===== src/rtl/lfo_length_counter.sv =====
// Per-channel length counter. It loads from a fixed table on W_LEN and counts down once per
// half-frame LFO2 rising edge. The channel-enable bit, taken from a $4015 write, forces the count to zero.
module lfo_length_counter (
    input  logic       ACLK1,
    input  logic       n_RES,
    input  logic       LFO2,
    input  logic [7:0] DB,
    input  logic       W_LEN,
    input  logic       W4015,
    input  logic [2:0] EN_SEL,
    input  logic       HALT,
    output logic       LC_NZ,
    output logic [7:0] COUNT
);

    logic       r_en;
    logic [7:0] r_cnt;
    logic       r_lfo2_d;

    logic       w_tick;
    logic       w_dec_ok;
    logic       w_en_bit;
    logic [7:0] w_load_val;
    logic [7:0] w_cnt_next;

    function automatic logic [7:0] len_lookup(input logic [4:0] idx);
        logic [7:0] val;
        case (idx)
            5'd0:  val = 8'd10;
            5'd1:  val = 8'd254;
            5'd2:  val = 8'd20;
            5'd3:  val = 8'd2;
            5'd4:  val = 8'd40;
            5'd5:  val = 8'd4;
            5'd6:  val = 8'd80;
            5'd7:  val = 8'd6;
            5'd8:  val = 8'd160;
            5'd9:  val = 8'd8;
            5'd10: val = 8'd60;
            5'd11: val = 8'd10;
            5'd12: val = 8'd14;
            5'd13: val = 8'd12;
            5'd14: val = 8'd26;
            5'd15: val = 8'd14;
            5'd16: val = 8'd12;
            5'd17: val = 8'd16;
            5'd18: val = 8'd24;
            5'd19: val = 8'd18;
            5'd20: val = 8'd48;
            5'd21: val = 8'd20;
            5'd22: val = 8'd96;
            5'd23: val = 8'd22;
            5'd24: val = 8'd192;
            5'd25: val = 8'd24;
            5'd26: val = 8'd72;
            5'd27: val = 8'd26;
            5'd28: val = 8'd16;
            5'd29: val = 8'd28;
            5'd30: val = 8'd32;
            default: val = 8'd30;
        endcase
        return val;
    endfunction

    assign w_tick     = LFO2 & ~r_lfo2_d;
    assign w_dec_ok   = w_tick & (r_cnt != 8'd0) & ~HALT;
    assign w_load_val = len_lookup(DB[7:3]);
    assign w_en_bit   = (EN_SEL <= 3'd4) ? DB[EN_SEL] : 1'b0;

    // A decrement shares its result whether or not a load collides with it, so it simply
    // outranks the load. A disabled channel outranks both.
    always_comb begin
        w_cnt_next = r_cnt;
        if (!r_en) begin
            w_cnt_next = 8'd0;
        end else if (w_dec_ok) begin
            w_cnt_next = r_cnt - 8'd1;
        end else if (W_LEN) begin
            w_cnt_next = w_load_val;
        end
    end

    always_ff @(posedge ACLK1) begin
        if (!n_RES) begin
            r_en     <= 1'b0;
            r_cnt    <= 8'd0;
            r_lfo2_d <= 1'b0;
        end else begin
            r_cnt    <= w_cnt_next;
            r_lfo2_d <= LFO2;
            if (W4015) begin
                r_en <= w_en_bit;
            end
        end
    end

    assign COUNT = r_cnt;
    assign LC_NZ = (r_cnt != 8'd0);

endmodule


===== config.mk =====
export PLATFORM = sky130hd
export DESIGN_NAME = lfo_length_counter
export DESIGN_NICKNAME = d
export VERILOG_FILES = /design/src/rtl/lfo_length_counter.sv
export SDC_FILE = /design/constraint.sdc
export NUM_CORES = 1
export LEC_CHECK = 0
export CAP_MARGIN = 20
export CORE_MARGIN = 2
export CORE_UTILIZATION = 45
export CTS_BUF_LIST = sky130_fd_sc_hd__clkbuf_4
export DETAILED_ROUTE_END_ITERATION = 8
export DONT_BUFFER_PORTS = 1
export RECOVER_POWER = 25
export SLEW_MARGIN = 20
export SYNTH_ARGS = -nofsm -noshare
export SYNTH_HDL_FRONTEND = slang
export SYNTH_SLANG_ARGS = --single-unit
export TNS_END_PERCENT = 10

===== constraint.sdc =====
create_clock -name ACLK1 -period 3.62 [get_ports ACLK1]
set_input_delay 0.543 -clock ACLK1 [delete_from_list [all_inputs] [get_ports ACLK1]]
set_output_delay 0.543 -clock ACLK1 [all_outputs]
set_load 0.01 [all_outputs]

==> results of run 1 <==
-- power by group --
| group | internal, uW | switching [uW] |
|---|---|---|
| Sequential | 113 | 3.86 |
| Combinational | 26.9 | 30.3 |
| Clock | 39.8 | 37.9 |
| Total | 180 | 72.1 |
-- synthesized netlist by cell type (all sizes together), types with 3 or more instances --
cell	number	area share, %
inv	9	3.4
nor2	5	1.9
o21ai	10	5.0
a221oi	3	3.3
buf	5	2.5
nand2	8	3.0
nand3	5	2.5
ha	8	10
a31oi	6	3.8
nor3b	4	4.0
a21oi	8	4.4
dfxtp	10	20
nand4	4	2.5
-- per-stage QoR --
step                util (%)  total power, uW
floorplan                  -              173
global placement        46.8              176
detailed placement      46.8              176
CTS                     48.0              253
global route            48.0              266
finish                  48.0              252
-- cells by family (layout without fill, tap and decap cells) --
family	count (synthesis)	after routing
AOI/OAI and AO/OA	45	45
and+or+nand+nor	43	43
adders and majority gates	8	8
buffers and inverters	15	13
DFF	10	10
muxes	3	3
-- sequential cells by signal, indices dropped and copies added (netlist names) --
signal and count:
COUNT 8, r_en 1, r_lfo2_d 1
-- final timing paths --
kind               to  startpoint
min reg2reg      r_en        r_en
max reg2reg  COUNT[5]    COUNT[0]
max             LC_NZ    COUNT[0]
min              r_en       W4015
-- area by class of cell --
cell class,count,area (um2)
inverter,9,33.8
clock buffer,3,22.5
fill,227,1120
tap,28,35.0
multi-input combinational,99,736
sequential,10,200
clock inverter,1,3.75
-- worst reg2reg max path, delay by kind of cell, from the launching register on --
kind / cells / cell delay (ps)
fa+ha+maj: 1 / 200
compound gates: 3 / 620
flops: 1 / 370
simple gates: 1 / 360
buf+inv: 1 / 120
-- layer usage --
metal  vias up  global-route usage, %  share of wire (%)
li1        474                      -                  -
met1       440                   24.2                 44
met2        31                   30.5                 48
met3         6                   2.34                5.8
met4         0                   9.91                1.9
met5         -                      0                  0
==> impl_metrics.toml, run 1 <==
[placement]
dp_hpwl_um = 1820
placed_cells = 146
placed_area_um2 = 1000
post-place-ws_ps = 1830
finalWeightedCongestion = 0.837
place.port_buffers = 0

[setup_path]
r2r_slack_ps = 1860
start_kind = "flop"
critPathKind = "reg2out"
path_delay_family = "simple AND/OR/NAND/NOR gates"
critPathSlowestCell = "dfxtp_1"
cp_cell_sequence = "inv_1 -> ha_1 -> nor3b_2 -> nand2_1"
ff2ff_path_depth = 6
worstSetupEndpointType = "output port"
path_buf_inv = 1
path_max_fanout = 6
slowest_delay_ps = 370
cp.depth = 4
crit_required_ps = 3080
crit_arrival_ps = 1490

[drt]
viasPerCell = 6.34
vias = 951
wl_per_cell_um = 15.5
remaining_drc_errors = 0
dr.pass1.iters = 4
drt-total-wl_um = 2330
ant_nets = 0
drtIter0Drc = 42

[die]
io_pins = 26
die_w_um = 51.1
core_um2 = 2150
die_y_um = 51.1
dieArea_um2 = 2610
row_count = 17
start_util_pct = 46.5

[hold_path]
hold_class = "in2reg"
whs_path_depth = 1

[yosys]
syn_inst = 124
ys_ff_latch = 10
async_flop_share_pct = 0
synth-xor-area-share_pct = 0
synth.avg_cell_area_um2 = 8.05
synth_area_um2 = 998
synth-simple-area-share_pct = 27.4
synth_fa_ha_area_share_pct = 10.0
synth.distinct_cells = 46
synth.net_count = 149
synth_compound_area_share_pct = 31.8
synth_edf_count = 0
ys.warnings.count = 0
synth_top_family_by_area = "compound AO/OA/AOI/OAI gates"
synth_ff_type = "dfxtp_1"
synth_mux_area_share_pct = 4.39
seq_area_frac_synth_pct = 20.1

[pwr]
pwr_density_cell_nw_per_um2 = 244
leakage_uw = 0.000368
max-vdd-ir-drop_v = 0.000119

[clocking]
cts_made_buffers = 3
postCtsSetupBuffers = 0
cts_tree = "done"
cts_hold_buf = 0
clk_root_buffer_cell = "clkbuf_4"
cts.clk_slew.worst_paths_ps = 70
clkLatencyLatePin_ps = 260
cts_sinks = 10
htreeDepth = 1
cts_buffer_depth = 2
ctsResizeCount = 0

[status]
status = "finished, final reports clean"

[sta]
finClkSkew_ps = 5.89
slew_headroom_pct = 67.4
timing.hold.ws_ps = 369
fin_setup_tns_ps = 0
fmax_ghz = 0.492
fin_crit_sh_pct = 56.2
rsz0062_at_grt = "no"
setup_ws_ps = 1590
slew_violations = 0
setup_violations = 0
hold_violations = 0
worst_pin_slew_ps = 485
fin_crit_ps = 2030

[grt]
grt_pass1_wl_um = 3810
grt_pass1_vias = 867
grt_use_total_pct = 18.8
overflow = 0
antenna_found_initial = 0
grt_max_degree = 20

[flow_run]
maxCapViolCount = 0

[final_layout]
fin_nets = 148
diodes = 0
fin_area_um2 = 1030
synthToLayoutAreaGrowth_pct = 3.26
layout_common_cells = "10 x dfxtp_1, 10 x o21ai_0, 9 x inv_1"
layout.cells.non_filler = 150
drive_gt1_share_pct = 11.5
Note: power is estimated with default switching activity, not from simulation.
==> run 2: changes to the inputs <==
==> constraint.sdc (replaced) <==
create_clock -name ACLK1 -period 1.95 [get_ports ACLK1]
set_input_delay 0.2925 -clock ACLK1 [delete_from_list [all_inputs] [get_ports ACLK1]]
set_output_delay 0.2925 -clock ACLK1 [all_outputs]
set_load 0.01 [all_outputs]
==> run 2 against run 1 <==
Against the previous run: sequential cell count did not move; sequential share of layout area fell by 0.28 points; cell count rose by 1.3%; utilization rose by 0.70 points; sequential power rose by 85%; first-iteration DRC count fell by 76%; register-to-register slack got worse by 1600 ps; setup slack got worse by 1400 ps; critical path type unchanged; critical endpoint unchanged; largest cell class unchanged.
==> impl_metrics.toml, run 2 (synthesis gave the netlist of run 1 again) <==
[drt]
viasPerCell = 6.18
dr.pass1.iters = 5
ant_nets = 0
vias = 939
top_layer_used = "met4"
wl_per_cell_um = 14.8
wl_met1_um = 1030
wl_met3_um = 105
drtIter0Drc = 10
remaining_drc_errors = 0
wl_met2_um = 1090
drt-total-wl_um = 2250

[setup_path]
start_kind = "flop"
critPathKind = "reg2out"
cp_cell_sequence = "inv_1 -> ha_1 -> nor3b_2 -> nand2_1"
reg2reg_from = "COUNT[0]"
ff2ff_path_depth = 6
crit_required_ps = 1660
worstSetupEndpointType = "output port"
critPathSlowestCell = "nor3b_2"
path_buf_inv = 1
r2r_slack_ps = 220
crit_arrival_ps = 1510
cp.depth = 4
slowest_delay_ps = 380
path_max_fanout = 6
path_delay_family = "simple AND/OR/NAND/NOR gates"
r2r_end = "COUNT[6]"

[final_layout]
fin_nets = 150
fillers = 219
drive_gt1_share_pct = 12.9
layout_common_cells = "10 x dfxtp_1, 10 x o21ai_0, 9 x inv_1"
diodes = 0
fin_area_um2 = 1050
largest_reg_flops = 8
synthToLayoutAreaGrowth_pct = 4.76

[clocking]
cts_made_buffers = 3
cts_hold_buf = 0
clk_root_buffer_cell = "clkbuf_4"
ctsResizeCount = 0
cts_tree = "done"
clkLatencyLatePin_ps = 270
cts.clk_slew.worst_paths_ps = 70
cts_buffer_depth = 2
htreeDepth = 1
cts_sinks = 10
postCtsSetupBuffers = 0

[placement]
dp_hpwl_um = 1750
placed_area_um2 = 1020
place.port_buffers = 0
finalWeightedCongestion = 0.827

[hold_path]
hold_class = "in2reg"
whs_path_depth = 1
min_to = "r_en"
hp-start = "W4015"

[pwr]
max-vdd-ir-drop_v = 0.000187
total_power_uw = 478
pwr_density_cell_nw_per_um2 = 457
leakage_uw = 0.000378

[sta]
worst_pin_slew_ps = 476
slew_headroom_pct = 68.0
rsz0062_at_grt = "no"
slew_violations = 0
fin_setup_tns_ps = 0
setup_violations = 0
hold_violations = 0
fin_crit_sh_pct = 92.3
fin_crit_ps = 1800
fmax_ghz = 0.556
finClkSkew_ps = 4.12

[grt]
antenna_found_initial = 0
grt_max_degree = 20
grt_pass1_vias = 793
overflow = 0
grt_use_total_pct = 17.7
grt_pass1_wl_um = 3640

[status]
status = "finished, final reports clean"

[die]
row_count = 17
die_y_um = 51.1
start_util_pct = 46.5
io_pins = 26
die_w_um = 51.1
dieArea_um2 = 2610
core_um2 = 2150

[flow_run]
maxCapViolCount = 0
run 2: changes by cell type in the layout (fill, tap and decap cells not counted):
cell / previous run / this run
buf_4: 0 / 2
run 2: worst max path at each step:
stage              from       end  slack, ps
6_report       COUNT[0]     LC_NZ        150
5_1_grt        COUNT[0]     LC_NZ         30
4_1_cts        COUNT[0]     LC_NZ        160
3_5_place_dp   COUNT[0]  COUNT[6]        240
3_3_place_gp   COUNT[0]  COUNT[6]        290
2_1_floorplan  COUNT[0]  COUNT[5]        390
run 2: routing by layer:
layer	up-vias	GRT usage, %
li1	479	-
met1	429	24.8
met2	29	29.2
met3	2	1.46
met4	0	4.05
met5	-	0
run 2: cell type report:
class | instances | area, um2 | share of cell area [%]
clock inverters | 1 | 3.75 | 0.359
repair buffers | 2 | 15.0 | 1.44
inverters | 9 | 33.8 | 3.23
flip-flops and latches | 10 | 200 | 19.1
well taps | 28 | 35.0 | 3.35
multi-input cells | 99 | 736 | 70.3
clock buffers | 3 | 22.5 | 2.15
run 2: worst reg2reg max path, cell delays in order, from the launching register on:
cell	delay, ps
dfxtp_1	370
inv_1	110
ha_1	200
nor3b_2	380
a21o_2	260
nand2_1	90
o211a_1	220
run 2: power breakdown:
group          switching (uW)  internal, uW  total, uW
sequential               7.19           210        217
combinational            55.6          51.8        107
clock                    79.3          74.2        153
run 2: per-stage QoR:
| stage | cells | setup slack (ps) | utilization, % | hold WS (ps) |
|---|---|---|---|---|
| floorplan | 124 | 391 | - | 393 |
| global placement | 148 | 291 | 47.5 | 394 |
| detailed placement | 148 | 237 | 47.5 | 397 |
| CTS | 152 | 157 | 48.7 | 107 |
| global route | 152 | 28.8 | 48.7 | 108 |
| finish | 152 | 151 | 48.7 | 107 |
